==> src/rtl/imem_loader_pkg.sv <==
// imem_loader_pkg: shared definitions for the instruction-memory loader.
//   - state_e    : loader FSM states (CHK exists only with IMEM_LOADER_CHECKSUM_EN)
//   - WORD_BYTES : bytes per instruction word
package imem_loader_pkg;

    localparam int WORD_BYTES = 4;

    typedef enum logic [2:0] {
        IDLE,
        HDR_HI,
        HDR_LO,
        DATA,
`ifdef IMEM_LOADER_CHECKSUM_EN
        CHK,
`endif
        FINISH
    } state_e;

endpackage

==> src/rtl/imem_loader_word_assembler.sv <==
// word_assembler: collects WORD_BYTES bytes into one big-endian word.
// Ports:
//   clk, reset   : clock, async active-high reset
//   clear        : drop any partial word and restart the byte count
//   byte_valid   : byte_in is accepted this cycle
//   byte_in      : incoming byte
//   word         : assembled word; first byte in the MSBs, byte_in in the LSBs
//   word_valid   : combinational pulse, high while the last byte of a word is accepted
module word_assembler
    import imem_loader_pkg::*;
(
    input  logic                      clk,
    input  logic                      reset,
    input  logic                      clear,
    input  logic                      byte_valid,
    input  logic [7:0]                byte_in,
    output logic [8*WORD_BYTES-1:0]   word,
    output logic                      word_valid
);

    localparam int CW = $clog2(WORD_BYTES);
    localparam int SW = 8 * (WORD_BYTES - 1);

    logic [CW-1:0] count_q, count_d;
    logic [SW-1:0] shift_q, shift_d;
    logic          last_byte;

    // The word is presented in the same cycle its last byte arrives so the
    // top level can register the write strobe on that very edge.
    assign word       = {shift_q, byte_in};
    assign last_byte  = (count_q == CW'(WORD_BYTES - 1));
    assign word_valid = byte_valid && last_byte;

    always_comb begin
        count_d = count_q;
        shift_d = shift_q;
        if (clear) begin
            count_d = '0;
            shift_d = '0;
        end else if (byte_valid) begin
            if (last_byte) begin
                count_d = '0;
                shift_d = '0;
            end else begin
                count_d = count_q + 1'b1;
                shift_d = word[SW-1:0];
            end
        end
    end

    always_ff @(posedge clk or posedge reset) begin
        if (reset) begin
            count_q <= '0;
            shift_q <= '0;
        end else begin
            count_q <= count_d;
            shift_q <= shift_d;
        end
    end

endmodule

==> src/rtl/imem_loader.sv <==
// imem_loader: receives a program over a byte stream and writes it into
// instruction memory while holding the CPU in reset.
// Stream: N[15:8], N[7:0], then N big-endian 32-bit words
//         (+ one XOR checksum byte over the payload when IMEM_LOADER_CHECKSUM_EN is defined).
// Ports:
//   clk, reset           : clock, async active-high reset
//   rx_data, rx_valid    : byte from the serial receiver and its one-cycle strobe
//   load_start           : begin a load (honoured only when idle)
//   wr_en/wr_addr/wr_data: one-cycle memory write, byte address = index*4
//   cpu_hold             : high for the duration of a load
//   done                 : one-cycle pulse at the end of a load
//   err                  : sticky; word beyond ROM_SIZE or checksum mismatch
// Build option: IMEM_LOADER_CHECKSUM_EN adds the CHK state and payload XOR check.
module imem_loader
    import imem_loader_pkg::*;
#(
    parameter int ROM_SIZE = 128
) (
    input  logic        clk,
    input  logic        reset,
    input  logic [7:0]  rx_data,
    input  logic        rx_valid,
    input  logic        load_start,
    output logic        wr_en,
    output logic [31:0] wr_addr,
    output logic [31:0] wr_data,
    output logic        cpu_hold,
    output logic        done,
    output logic        err
);

    localparam logic [31:0] ROM_WORDS = 32'(ROM_SIZE);

    state_e      state_q, state_d;
    logic [15:0] n_q, n_d;
    logic [15:0] idx_q, idx_d;
    logic        wr_en_q, wr_en_d;
    logic [31:0] wr_addr_q, wr_addr_d;
    logic [31:0] wr_data_q, wr_data_d;
    logic        cpu_hold_q, cpu_hold_d;
    logic        done_q, done_d;
    logic        err_q, err_d;
    logic        asm_clear;
    logic        asm_valid;
    logic [31:0] asm_word;
    logic        asm_word_valid;
    logic        last_word;
`ifdef IMEM_LOADER_CHECKSUM_EN
    logic [7:0]  xor_q, xor_d;
`endif

    assign asm_clear = (state_q == IDLE) && load_start;
    assign asm_valid = (state_q == DATA) && rx_valid;
    assign last_word = (idx_q + 16'd1) == n_q;

    word_assembler u_word_assembler (
        .clk        (clk),
        .reset      (reset),
        .clear      (asm_clear),
        .byte_valid (asm_valid),
        .byte_in    (rx_data),
        .word       (asm_word),
        .word_valid (asm_word_valid)
    );

    always_comb begin
        state_d    = state_q;
        n_d        = n_q;
        idx_d      = idx_q;
        wr_en_d    = 1'b0;
        wr_addr_d  = wr_addr_q;
        wr_data_d  = wr_data_q;
        cpu_hold_d = cpu_hold_q;
        done_d     = 1'b0;
        err_d      = err_q;
`ifdef IMEM_LOADER_CHECKSUM_EN
        xor_d      = xor_q;
`endif
        unique case (state_q)
            IDLE: begin
                if (load_start) begin
                    state_d    = HDR_HI;
                    cpu_hold_d = 1'b1;
                    err_d      = 1'b0;
                    idx_d      = '0;
`ifdef IMEM_LOADER_CHECKSUM_EN
                    xor_d      = '0;
`endif
                end
            end
            HDR_HI: begin
                if (rx_valid) begin
                    n_d     = {rx_data, 8'd0};
                    state_d = HDR_LO;
                end
            end
            HDR_LO: begin
                if (rx_valid) begin
                    n_d = {n_q[15:8], rx_data};
                    // An empty program has no payload, hence no checksum byte.
                    state_d = ({n_q[15:8], rx_data} == 16'd0) ? FINISH : DATA;
                end
            end
            DATA: begin
                if (rx_valid) begin
`ifdef IMEM_LOADER_CHECKSUM_EN
                    xor_d = xor_q ^ rx_data;
`endif
                    if (asm_word_valid) begin
                        if ({16'd0, idx_q} < ROM_WORDS) begin
                            wr_en_d   = 1'b1;
                            wr_addr_d = {14'd0, idx_q, 2'b00};
                            wr_data_d = asm_word;
                        end else begin
                            err_d = 1'b1;
                        end
                        idx_d = idx_q + 16'd1;
                        if (last_word) begin
`ifdef IMEM_LOADER_CHECKSUM_EN
                            state_d = CHK;
`else
                            state_d = FINISH;
`endif
                        end
                    end
                end
            end
`ifdef IMEM_LOADER_CHECKSUM_EN
            CHK: begin
                if (rx_valid) begin
                    if (rx_data != xor_q) err_d = 1'b1;
                    state_d = FINISH;
                end
            end
`endif
            FINISH: begin
                done_d     = 1'b1;
                cpu_hold_d = 1'b0;
                state_d    = IDLE;
            end
            default: state_d = IDLE;
        endcase
    end

    always_ff @(posedge clk or posedge reset) begin
        if (reset) begin
            state_q    <= IDLE;
            n_q        <= '0;
            idx_q      <= '0;
            wr_en_q    <= 1'b0;
            wr_addr_q  <= '0;
            wr_data_q  <= '0;
            cpu_hold_q <= 1'b0;
            done_q     <= 1'b0;
            err_q      <= 1'b0;
`ifdef IMEM_LOADER_CHECKSUM_EN
            xor_q      <= '0;
`endif
        end else begin
            state_q    <= state_d;
            n_q        <= n_d;
            idx_q      <= idx_d;
            wr_en_q    <= wr_en_d;
            wr_addr_q  <= wr_addr_d;
            wr_data_q  <= wr_data_d;
            cpu_hold_q <= cpu_hold_d;
            done_q     <= done_d;
            err_q      <= err_d;
`ifdef IMEM_LOADER_CHECKSUM_EN
            xor_q      <= xor_d;
`endif
        end
    end

    assign wr_en    = wr_en_q;
    assign wr_addr  = wr_addr_q;
    assign wr_data  = wr_data_q;
    assign cpu_hold = cpu_hold_q;
    assign done     = done_q;
    assign err      = err_q;

endmodule

==> config.mk <==
export PLATFORM = sky130hd
export DESIGN_NAME = imem_loader
export DESIGN_NICKNAME = d
export VERILOG_FILES = /design/src/rtl/imem_loader_pkg.sv /design/src/rtl/imem_loader_word_assembler.sv /design/src/rtl/imem_loader.sv
export SDC_FILE = /design/constraint.sdc
export NUM_CORES = 1
export LEC_CHECK = 0
export CAP_MARGIN = 15
export CORE_MARGIN = 2
export CORE_UTILIZATION = 49
export CTS_CLUSTER_SIZE = 25
export DETAILED_ROUTE_END_ITERATION = 10
export GPL_TIMING_DRIVEN = 0
export PLACE_DENSITY_LB_ADDON = 0.08
export SYNTH_ARGS = -nofsm -noshare
export SYNTH_HDL_FRONTEND = slang
export SYNTH_SLANG_ARGS = --single-unit
==> constraint.sdc <==
create_clock -name clk -period 3.77 [get_ports clk]
set_input_delay 0.754 -clock clk [delete_from_list [all_inputs] [get_ports clk]]
set_output_delay 0.754 -clock clk [all_outputs]
set_load 0.02 [all_outputs]
Yosys cells after proc, flatten, opt, wreduce, memory -nomap -nowiden --
Cells that the tools add are included.
Operators by class: add/subtract/negate cells 2, $lt $le $gt $ge 1, equal/unequal tests 13, muxes and demuxes 33, bitwise operators 1, reduce and logical (&&, ||, !) cells 16
Operators with widths (number):
- 24-bit two-way mux | 3
- 16-bit two-way mux | 4
- 16-bit one-hot mux with 2 select lines | 2
- 3-bit two-way mux | 7
- 16-bit by 1-bit adder with 16-bit output (second input constant) | 1
- 16-bit == test | 1
- 16-bit logical NOT | 1
- 16-bit by 8-bit < comparator with 1-bit output (second input constant) | 1
- 2-bit inequality test (second input constant) | 7
- 3-bit one-hot mux with 4 select lines | 1
- 1-bit two-way mux | 10
- 8-bit two-way mux | 1
- 4-bit AND reduction | 2
- 2-bit nonzero test | 4
- 3-bit by 2-bit == test with 1-bit output (second input constant) | 2
- 2-bit two-way mux | 3
- 3-bit AND reduction | 2
- 6-bit AND reduction | 1
- 5-bit AND reduction | 1
- 1-bit one-hot mux with 2 select lines | 2
- 3-bit by 1-bit == test with 1-bit output (second input constant) | 1
- 3-bit == test (second input constant) | 1
- 1-bit logical AND | 3
- 3-bit logical NOT | 1
- 4 further kinds | 4
Storage, ports and cells: flip-flop bits (word level) 113, input bits 12, word-level logic and storage cells 78

Depth between registers and ports, before layout --
Gate-level depths: netlist of the first run.
depth in word-level cells 6, depth in mapped cells 8, gate-level depth less buffers 7

Cells and area by module --
Synthesis of the first run repeated with hierarchy kept, for this count alone.
Second synthesis, totals: cells, all modules 494, area total of the unflattened synthesis 5591.6 µm²
Modules (own cells, without submodules):
- imem_loader | instances 1, cells each 392, area an instance 4259.1 µm², sequential area each 2177.1 µm²
- word_assembler | instances 1, cells each 102, area an instance 1332.5 µm², sequential area each 650.6 µm²

Worst setup path before layout of the first run --
No wires, ideal clock.
kind register -> register, from register idx_q[0], to register state_q[2], setup time 66 ps, data arrival time 2206 ps, required time 3704 ps, slack 1498 ps, cell stages (with the launch flop) 8, period minus slack after synthesis 2272 ps, cells stage by stage dfrtp_1 ha_1 xor3_1 o22ai_2 o2111ai_1 or4_4 nor4_4 a32o_2
Between the ends: word-level cells in the longest chain between the ends 4
Ends and longest elaborated chain:
- start, declared | line imem_loader.sv:36 | logic [15:0] idx_q, idx_d;
- start signal, assigned | line imem_loader.sv:162 | idx_q <= idx_d;
- 16-bit by 1-bit adder with 16-bit output | line imem_loader.sv:54 | assign last_word = (idx_q + 16'd1) == n_q;
- 16-bit == test | line imem_loader.sv:54
- 2-bit inequality test (no line)
- 6-bit AND reduction (no line)
- end signal, assigned | line imem_loader.sv:160 | state_q <= state_d;
- end, declared | line imem_loader.sv:34 | state_e state_q, state_d;
Every way passes these cells. A chain may end at the register's enable or synchronous reset.

Worst setup path in the final report of the first run --
from input rx_valid, to register wr_addr_q[7] (netlist: wr_addr[7])
Between the ends: word-level cells in the longest chain between the ends 3
Ends and longest elaborated chain:
- start, declared | line imem_loader.sv:22 | input logic rx_valid,
- 1-bit logical AND | line imem_loader.sv:53 | assign asm_valid = (state_q == DATA) && rx_valid;
- 1-bit logical AND | line imem_loader_word_assembler.sv:32 | assign word_valid = byte_valid && last_byte;
- 4-bit AND reduction (no line) *
- end signal, assigned | line imem_loader.sv:164 | wr_addr_q <= wr_addr_d;
- end, declared | line imem_loader.sv:38 | logic [31:0] wr_addr_q, wr_addr_d;
Every way passes the cells marked *; elsewhere a longest branch is shown, timed or not.

==> flow_summary.yaml, run 1 <==
outcome:
  status: "completed"
critical_path:
  path_common_cell: "buf_2"
  required_ns: 4.16
  worstReg2RegEnd: "wr_addr[7]$_DFFE_PP0P_"
  path_max_fanout: 10
  critPathLaunchType: "input pin"
  crit_path_cell_trace: "clkdlybuf4s50_1 -> and4b_1 -> nand2_1 -> nor2_1 -> buf_2 -> buf_2 -> mux2_2"
  worstRegToRegCells: 7
  worstSetupPathType: "input pin to register"
  rrSetupSlack_ns: 1.17
  end_kind: "register"
  cp-startpoint: "rx_valid"
  crit_slowest_cell: "clkdlybuf4s50_1"
  critPathMaxStageDelay_ns: 0.58
  regToRegStartpoint: "idx_q[12]$_DFFE_PP0P_"
  critical_path.top_delay_family: "buffers and inverters"
  worstPathArrival_ns: 3.32
  cp.buffers_inverters: 3
final_layout:
  fillers: 788
  finalNonFillerCells: 678
  final_nets: 543
  drive_gt1_frac: 0.216
  final_core_util: 0.647
  syn_to_final_growth_pct: 29.2
  n_antenna_cell: 0
  layout_common_cells: "dfrtp_1 (113), clkdlybuf4s50_1 (63), mux2_2 (46)"
  layout_commonest_cell: "dfrtp_1"
sta:
  fin_skew_ns: 0.00613
  drv_slew: 0
  rsz0062_at_grt: "false"
  setup_viol_count_final: 0
  hold_viol: 0
  timing.final.crit_share: 0.775
  fmax_mhz: 342
  min_period_ns: 2.92
  tightest_slew_ns: 0.699
  hold-worst-slack_ns: 0.499
  relSlewSlack: 0.534
grt:
  grt.overflow.total: 0
  grt_antenna_before_repair: 0
  grt_usage: 0.222
  grt_pass1_vias: 3705
  grt_max_degree: 73
  grt_first_pass_wirelength_um: 19300
clocking:
  clock_tree.buffer_depth: 2
  cts_buffers: 17
  cts_hold_buf: 0
  cts_root_buf: "clkbuf_8"
  cts_resized: 0
  cts_htree_levels: 4
  cts.reportedPaths.clkPinSlew_ns: 0.06
  post_cts_buffers: 0
  cts_tree: "yes"
  clk_latency_ns: 0.51
  cts.sinks: 113
hold_path:
  hold-path-cell-count: 1
  holdCritStartpoint: "u_word_assembler.shift_q[22]$_DFFE_PP0P_"
  hp-class: "register to register"
  hold_end: "u_word_assembler.shift_q[22]$_DFFE_PP0P_"
floorplanning:
  start_util: 0.501
  die-width_um: 106
  die-area_um2: 11300
  core_um2: 10200
  die_h_um: 106
  io_pins: 80
  fp-row-count: 37
route:
  wire_per_inst_um: 17.1
  avgViaCountPerCell: 5.49
  drc: 0
  drtIter0Drc: 218
  first_pass_iters: 4
  totalWireLength_um: 11600
  ant_nets: 0
  vias: 3724
flow_run:
  max_cap_viol_count: 0
power:
  p_sw_mw: 1.69
  ir_worst_vdd_mv: 0.404
  seqPwrFrac: 0.367
  p_comb_frac: 0.321
  switching_share: 0.325
  p_total_mw: 5.21
  cellPowerDensity_nw_per_um2: 786
  p_int_mw: 3.51
  power.leakage_nw: 3.00
  clockPowerShare: 0.313
placement:
  place_congestion: 0.880
  dp.cells: 646
  portBuffers: 63
  dpl.hpwl_um: 8030
yosys:
  synth_edf_count: 0
  ys_warn_count: 0
  synth_cells: 431
  ys_types: 58
  synth_area_um2: 5130
  syn_avg_cell_area_um2: 11.9
  async_flop_share: 1.00
  synth_seq_area_share: 0.551
  synthFlopType: "dfrtp_1"
  synth.ff_latch_count: 113
-- cell families after synthesis --
| logic type | Yosys count | synth area share |
|---|---|---|
| flops | 113 | 0.551 |
| simple gates | 110 | 0.118 |
| compound gates | 89 | 0.128 |
| buf+inv | 48 | 0.0554 |
| mux | 46 | 0.101 |
| xor+xnor | 22 | 0.0405 |
| fa+ha+maj | 2 | 0.00488 |
| other cells | 1 | 0.000731 |
-- cells in the mapped netlist (2+ instances only) --
cell type | n | share of area
a211oi_1 | 3 | 0.0044
a21o_1 | 2 | 0.0029
a21oi_1 | 2 | 0.0020
a22o_1 | 36 | 0.061
a31oi_1 | 3 | 0.0037
and3_1 | 4 | 0.0049
and4_1 | 3 | 0.0051
buf_1 | 3 | 0.0022
buf_2 | 4 | 0.0039
buf_4 | 19 | 0.028
buf_6 | 3 | 0.0066
clkbuf_1 | 13 | 0.0095
dfrtp_1 | 113 | 0.55
ha_1 | 2 | 0.0049
inv_1 | 4 | 0.0029
mux2_2 | 46 | 0.10
nand2_1 | 33 | 0.024
nand3_1 | 12 | 0.012
nand3b_1 | 3 | 0.0044
nand4_1 | 4 | 0.0049
nor2_1 | 14 | 0.010
nor2b_1 | 10 | 0.012
nor3_1 | 6 | 0.0059
nor3b_1 | 2 | 0.0029
nor4_1 | 6 | 0.0073
o2111ai_1 | 2 | 0.0034
o21a_1 | 2 | 0.0029
o21ai_0 | 25 | 0.024
o31ai_1 | 3 | 0.0044
or3_1 | 2 | 0.0024
xnor2_1 | 9 | 0.015
xor2_1 | 12 | 0.020
-- layer usage --
layer,vias to the layer above,share of wire,routed length (µm),GRT usage
met5,-,0,0,0
met4,0,0.0090,104,0.0780
met3,9,0.052,607,0.0576
met2,100,0.48,5520,0.344
met1,1882,0.46,5330,0.305
li1,1733,-,-,-
-- worst reg2reg max path: cells and delay by family, from the launching register on --
| family | cells | cell delay (ns) |
|---|---|---|
| buf+inv | 3 | 0.91 |
| simple gates | 3 | 0.83 |
| mux | 1 | 0.38 |
| flops | 1 | 0.36 |
-- power by group through the flow --
stage	registers, mW	clock network (mW)	logic (mW)
2_1_floorplan	2.08	0	0.859
3_3_place_gp	1.91	0	1.63
5_1_grt	1.96	1.71	1.81
4_1_cts	1.91	1.65	1.68
6_report	1.91	1.63	1.67
3_5_place_dp	1.92	0	1.66
-- through the flow --
step                      area [µm²]  TNS (ns)  worst slack [ns]
after global routing            6620         0             0.759
after floorplan                 5180         0            0.0286
final                           6620         0             0.848
after global placement          5980   -173.24             -1.54
after detailed placement        6010         0             0.330
after CTS                       6620         0             0.873
-- worst max path at each step --
stage | to | slack [ns] | cells past startpoint
6_report | wr_addr[7]$_DFFE_PP0P_ | 0.85 | 7
5_1_grt | wr_addr[5]$_DFFE_PP0P_ | 0.76 | 7
4_1_cts | wr_addr[7]$_DFFE_PP0P_ | 0.87 | 7
3_5_place_dp | wr_addr[7]$_DFFE_PP0P_ | 0.33 | 7
3_3_place_gp | wr_data[30]$_DFFE_PP0P_ | -1.54 | 2
2_1_floorplan | cpu_hold$_DFFE_PP0P_ | 0.03 | 1
-- flip-flops by register name, indices dropped and copies added (netlist names) --
name	flops
wr_data	32
u_word_assembler.shift_q	24
idx_q	16
n_q	16
wr_addr	16
state_q	3
u_word_assembler.count_q	2
cpu_hold	1
done	1
err	1
wr_en	1
-- cell type report --
class	count	area (µm²)	share of cell area
clock inverters	14	181	0.0274
inverters	4	17.5	0.00264
multi-input cells	285	2070	0.313
well taps	136	170	0.0257
repair buffers	64	658	0.0994
plain buffers	44	269	0.0406
clock buffers	18	428	0.0646
flip-flops and latches	113	2830	0.427
Note: power is estimated with default switching activity, not from simulation.
==> run 2: changes to the inputs <==
--- a/config.mk
+++ b/config.mk
@@ -7,7 +7,7 @@
 export LEC_CHECK = 0
 export CAP_MARGIN = 15
 export CORE_MARGIN = 2
-export CORE_UTILIZATION = 49
+export CORE_UTILIZATION = 54
 export CTS_CLUSTER_SIZE = 25
 export DETAILED_ROUTE_END_ITERATION = 10
 export GPL_TIMING_DRIVEN = 0
==> constraint.sdc (replaced) <==
create_clock -name clk -period 2.85 [get_ports clk]
set_input_delay 0.57 -clock clk [delete_from_list [all_inputs] [get_ports clk]]
set_output_delay 0.57 -clock clk [all_outputs]
set_load 0.02 [all_outputs]
==> run 2 against run 1 <==
Effect of this change: flip-flop and latch count stayed put; sequential power grew 34%; clock power rose by 37%; highest routed layer unchanged; global-route usage increased by 2.9 points.
==> flow_summary.yaml, run 2 (synthesis gave the netlist of run 1 again) <==
sta:
  setup_viol_count_final: 0
  fmax_mhz: 382
  hold_viol: 0
  fin_skew_ns: 0.0103
  drv_slew: 0
  relSlewSlack: 0.436
  rsz0062_at_grt: "false"
  min_period_ns: 2.62
  hold-worst-slack_ns: 0.493
  tightest_slew_ns: 0.844
  fin_tns_setup_ns: 0
  timing.final.crit_share: 0.918
power:
  p_comb_frac: 0.315
  ir_worst_vdd_mv: 0.752
  p_sw_mw: 2.27
  switching_share: 0.325
  p_int_mw: 4.72
  cellPowerDensity_nw_per_um2: 1050
  power.leakage_nw: 3.01
  clockPowerShare: 0.320
  seqPwrFrac: 0.364
critical_path:
  worstPathArrival_ns: 3.00
  required_ns: 3.23
  critical_path.top_delay_family: "buffers and inverters"
  end_kind: "register"
  critPathMaxStageDelay_ns: 0.57
  cp.buffers_inverters: 3
  crit_slowest_cell: "clkdlybuf4s50_1"
  path_max_fanout: 10
  crit_path_cell_trace: "clkdlybuf4s50_1 -> and4b_1 -> nand2_1 -> nor2_1 -> buf_2 -> buf_2 -> mux2_2"
  path_common_cell: "buf_2"
  worstSetupPathType: "input pin to register"
  critPathLaunchType: "input pin"
clocking:
  cts.sinks: 113
  cts_htree_levels: 4
  cts_resized: 0
  clock_tree.buffer_depth: 2
  cts.reportedPaths.clkPinSlew_ns: 0.06
  cts_buffers: 17
  cts_root_buf: "clkbuf_8"
  cts_tree: "yes"
  cts_hold_buf: 0
  post_cts_buffers: 0
  clk_latency_ns: 0.50
final_layout:
  n_antenna_cell: 0
  final_nets: 544
  layout_common_cells: "dfrtp_1 (113), clkdlybuf4s50_1 (63), mux2_2 (46)"
  largest_register_ffs: 32
  syn_to_final_growth_pct: 29.6
  final_core_util: 0.719
  layout_commonest_cell: "dfrtp_1"
  drive_gt1_frac: 0.215
  finalNonFillerCells: 672
floorplanning:
  die-width_um: 101
  die-area_um2: 10300
  core_um2: 9240
  fp-row-count: 35
  start_util: 0.555
  io_pins: 80
  die_h_um: 101
route:
  totalWireLength_um: 11900
  wire_per_inst_um: 17.6
  first_pass_iters: 4
  drc: 0
  drtIter0Drc: 205
  avgViaCountPerCell: 5.58
  ant_nets: 0
  vias: 3752
grt:
  grt.overflow.total: 0
  grt_usage: 0.251
  grt_pass1_vias: 3770
  grt_antenna_before_repair: 0
  grt_max_degree: 42
  grt_first_pass_wirelength_um: 19800
outcome:
  status: "completed"
placement:
  dp.cells: 640
  portBuffers: 63
  dpl.hpwl_um: 8120
  place_congestion: 0.929
hold_path:
  hp-class: "register to register"
flow_run:
  max_cap_viol_count: 0
run 2: cell count changes in the layout (fill, tap and decap cells not counted):
cell / previous run / this run
buf_12: 0 / 2
buf_16: 1 / 0
bufinv_16: 3 / 4
clkbuf_1: 13 / 14
clkbuf_8: 2 / 1
clkinvlp_4: 3 / 2
inv_4: 1 / 0
inv_6: 1 / 2
run 2: final cells by class:
class	instances	area, µm²
Multi-Input combinational cell	285	2070
Buffer	44	269
Tap cell	129	161
Timing Repair Buffer	65	671
Sequential cell	113	2830
Inverter	4	18.8
Clock inverter	14	205
Fill cell	651	2600
Clock buffer	18	418
run 2: power by group through the flow:
stage          combinational, mW  sequential [mW]  clock (mW)
6_report                    2.20             2.55        2.24
5_1_grt                     2.39             2.62        2.34
4_1_cts                     2.23             2.55        2.26
3_5_place_dp                2.20             2.55           0
3_3_place_gp                2.14             2.53           0
2_1_floorplan               1.14             2.75           0
run 2: stage by stage:
stage,area (µm²),setup slack (ns),power [mW]
2_1_floorplan,5190,0.578,3.89
3_3_place_gp,5980,-0.285,4.67
3_5_place_dp,6020,-0.289,4.75
4_1_cts,6640,0.224,7.04
5_1_grt,6640,0.0718,7.35
6_report,6640,0.233,6.99
run 2: layer usage:
layer | GRT usage | vias up | part of all wire
li1 | - | 1733 | -
met1 | 0.350 | 1912 | 0.46
met2 | 0.393 | 96 | 0.48
met3 | 0.0663 | 11 | 0.050
met4 | 0.0717 | 0 | 0.012
met5 | 0 | - | 0
run 2: final timing paths:
path / startpoint / to / slack (ns) / cells after the start
setup / recovery: rx_valid / wr_data[1]$_DFFE_PP0P_ / 0.23 / 7
hold / removal: u_word_assembler.shift_q[22]$_DFFE_PP0P_ / u_word_assembler.shift_q[22]$_DFFE_PP0P_ / 0.49 / 1
setup reg to reg: idx_q[0]$_DFFE_PP0P_ / state_q[2]$_DFFE_PP0P_ / 0.28 / 7
hold reg to reg: u_word_assembler.shift_q[22]$_DFFE_PP0P_ / u_word_assembler.shift_q[22]$_DFFE_PP0P_ / 0.49 / 1
max in group asynchronous: reset / state_q[2]$_DFFE_PP0P_ / 1.36 / 4
min in group asynchronous: reset / wr_data[1]$_DFFE_PP0P_ / 0.58 / 2
run 2: worst register-to-register path: cells and delay by family (launching register included):
| family | cells | cell delay [ns] |
|---|---|---|
| compound gates | 3 | 0.51 |
| simple gates | 3 | 1.18 |
| fa+ha+maj | 1 | 0.31 |
| flops | 1 | 0.51 |
==> run 3: changes to the inputs <==
--- a/config.mk
+++ b/config.mk
@@ -6,7 +6,6 @@
 export NUM_CORES = 1
 export LEC_CHECK = 0
 export CAP_MARGIN = 15
-export CORE_MARGIN = 2
 export CORE_UTILIZATION = 54
 export CTS_CLUSTER_SIZE = 25
 export DETAILED_ROUTE_END_ITERATION = 10
==> run 3 against run 2 <==
Effect of this change: hold slack better by 0.0010 ns; largest power group unchanged; combinational power hardly changed; critical path depth stayed put; critical path type unchanged; clock power is 4% lower; via count is 0.27% higher; largest cell class unchanged; maximum frequency is 2.3% lower; non-clock buffer count stayed put; die area is 3.9% lower; cell area is 0.24% lower; first-iteration DRC count is 4.4% higher; count of clock-buffer cells in the layout is 1 higher.
==> flow_summary.yaml, run 3 (synthesis gave the netlist of run 1 again) <==
sta:
  drv_slew: 0
  fmax_mhz: 373
  fin_skew_ns: 0.00676
  setup_viol_count_final: 0
  tightest_slew_ns: 0.756
  hold_viol: 0
  rsz0062_at_grt: "false"
  relSlewSlack: 0.495
  fin_tns_setup_ns: 0
  min_period_ns: 2.68
  timing.final.crit_share: 0.940
placement:
  dpl.hpwl_um: 8060
  placed_area_um2: 6020
  place_congestion: 0.877
  portBuffers: 63
power:
  cellPowerDensity_nw_per_um2: 1040
  p_total_mw: 6.90
  ir_worst_vdd_mv: 0.825
  power.leakage_nw: 3.00
clocking:
  cts_htree_levels: 4
  cts.reportedPaths.clkPinSlew_ns: 0.06
  cts_tree: "yes"
  cts_resized: 0
  cts_hold_buf: 0
  clk_latency_ns: 0.53
  clock_tree.buffer_depth: 2
  cts_root_buf: "clkbuf_8"
  cts.sinks: 113
  post_cts_buffers: 0
  cts_buffers: 17
flow_run:
  max_cap_viol_count: 0
floorplanning:
  die-width_um: 99.4
  die_h_um: 99.4
  io_pins: 80
  start_util: 0.555
  core_um2: 9240
  fp-row-count: 35
  die-area_um2: 9890
grt:
  grt_pass1_vias: 3786
  grt_first_pass_wirelength_um: 19800
  grt_usage: 0.266
  globalRouteMet2Util: 0.393
  grt_max_degree: 43
  grt_antenna_before_repair: 0
  grtUsageMet1: 0.366
  grt-busiest-layer: "met2"
  grt.overflow.total: 0
  met3_usage: 0.0815
critical_path:
  worstPathArrival_ns: 3.09
  required_ns: 3.26
  critPathLaunchType: "input pin"
  worstSetupPathType: "input pin to register"
  end_kind: "register"
  path_max_fanout: 10
route:
  vias: 3762
  drc: 0
  wire_per_inst_um: 17.6
  first_pass_iters: 5
  drtIter0Drc: 214
  totalWireLength_um: 11900
  avgViaCountPerCell: 5.60
  ant_nets: 0
final_layout:
  final_core_util: 0.717
  layout_common_cells: "dfrtp_1 (113), clkdlybuf4s50_1 (63), mux2_2 (46)"
  drive_gt1_frac: 0.215
  syn_to_final_growth_pct: 29.2
  final_nets: 544
  n_antenna_cell: 0
  fin_area_um2: 6630
  layout_commonest_cell: "dfrtp_1"
  largest_register_ffs: 32
outcome:
  status: "completed"
hold_path:
  hp-class: "register to register"
## run 3: changes by cell type in the layout (fill, tap and decap cells not counted), sizes merged
cell      previous run  this run
bufinv               4         3
clkinv               6         5
clkinvlp             2         3
clkbuf              33        34
## run 3: routing by layer
| layer | share of wire | vias to the layer above |
|---|---|---|
| li1 | - | 1737 |
| met1 | 0.47 | 1886 |
| met2 | 0.46 | 122 |
| met3 | 0.056 | 17 |
| met4 | 0.018 | 0 |
| met5 | 0 | - |
## run 3: metrics by stage
stage | worst slack [ns] | cells | hold slack (ns)
after floorplan | 0.578 | 446 | 0.461
after global placement | -0.276 | 638 | 0.482
after detailed placement | -0.343 | 640 | 0.480
after CTS | 0.202 | 672 | 0.501
after global routing | 0.0146 | 672 | 0.518
final | 0.171 | 672 | 0.495
## run 3: path summary, 6_finish.rpt
| check | from | end | slack, ns | cells past startpoint |
|---|---|---|---|---|
| max in group asynchronous | reset | done$_DFF_PP0_ | 1.41 | 4 |
| setup reg to reg | idx_q[12]$_DFFE_PP0P_ | wr_data[2]$_DFFE_PP0P_ | 0.28 | 7 |
| hold / removal | u_word_assembler.shift_q[22]$_DFFE_PP0P_ | u_word_assembler.shift_q[22]$_DFFE_PP0P_ | 0.49 | 1 |
| setup / recovery | rx_valid | wr_data[2]$_DFFE_PP0P_ | 0.17 | 7 |
| hold reg to reg | u_word_assembler.shift_q[22]$_DFFE_PP0P_ | u_word_assembler.shift_q[22]$_DFFE_PP0P_ | 0.49 | 1 |
| min in group asynchronous | reset | u_word_assembler.shift_q[2]$_DFFE_PP0P_ | 0.53 | 2 |
## run 3: power breakdown
group	switching (mW)	internal, mW	total [mW]
registers	0.390	2.14	2.53
logic	1.06	1.14	2.20
clock network	0.795	1.37	2.16
## run 3: worst max-delay path: stages
cell and delay [ns]:
clkdlybuf4s50_1 0.59, and4b_1 0.30, nand2_1 0.14, nor2_1 0.41, buf_2 0.39, buf_2 0.32
mux2_2 0.37
## run 3: final cells by class
type	count	area (µm²)
plain buffers	44	269
clock buffers	19	432
clock inverters	13	175
fillers	663	2610
inverters	4	18.8
multi-input cells	285	2070
flip-flops and latches	113	2830
well taps	129	161
repair buffers	65	671
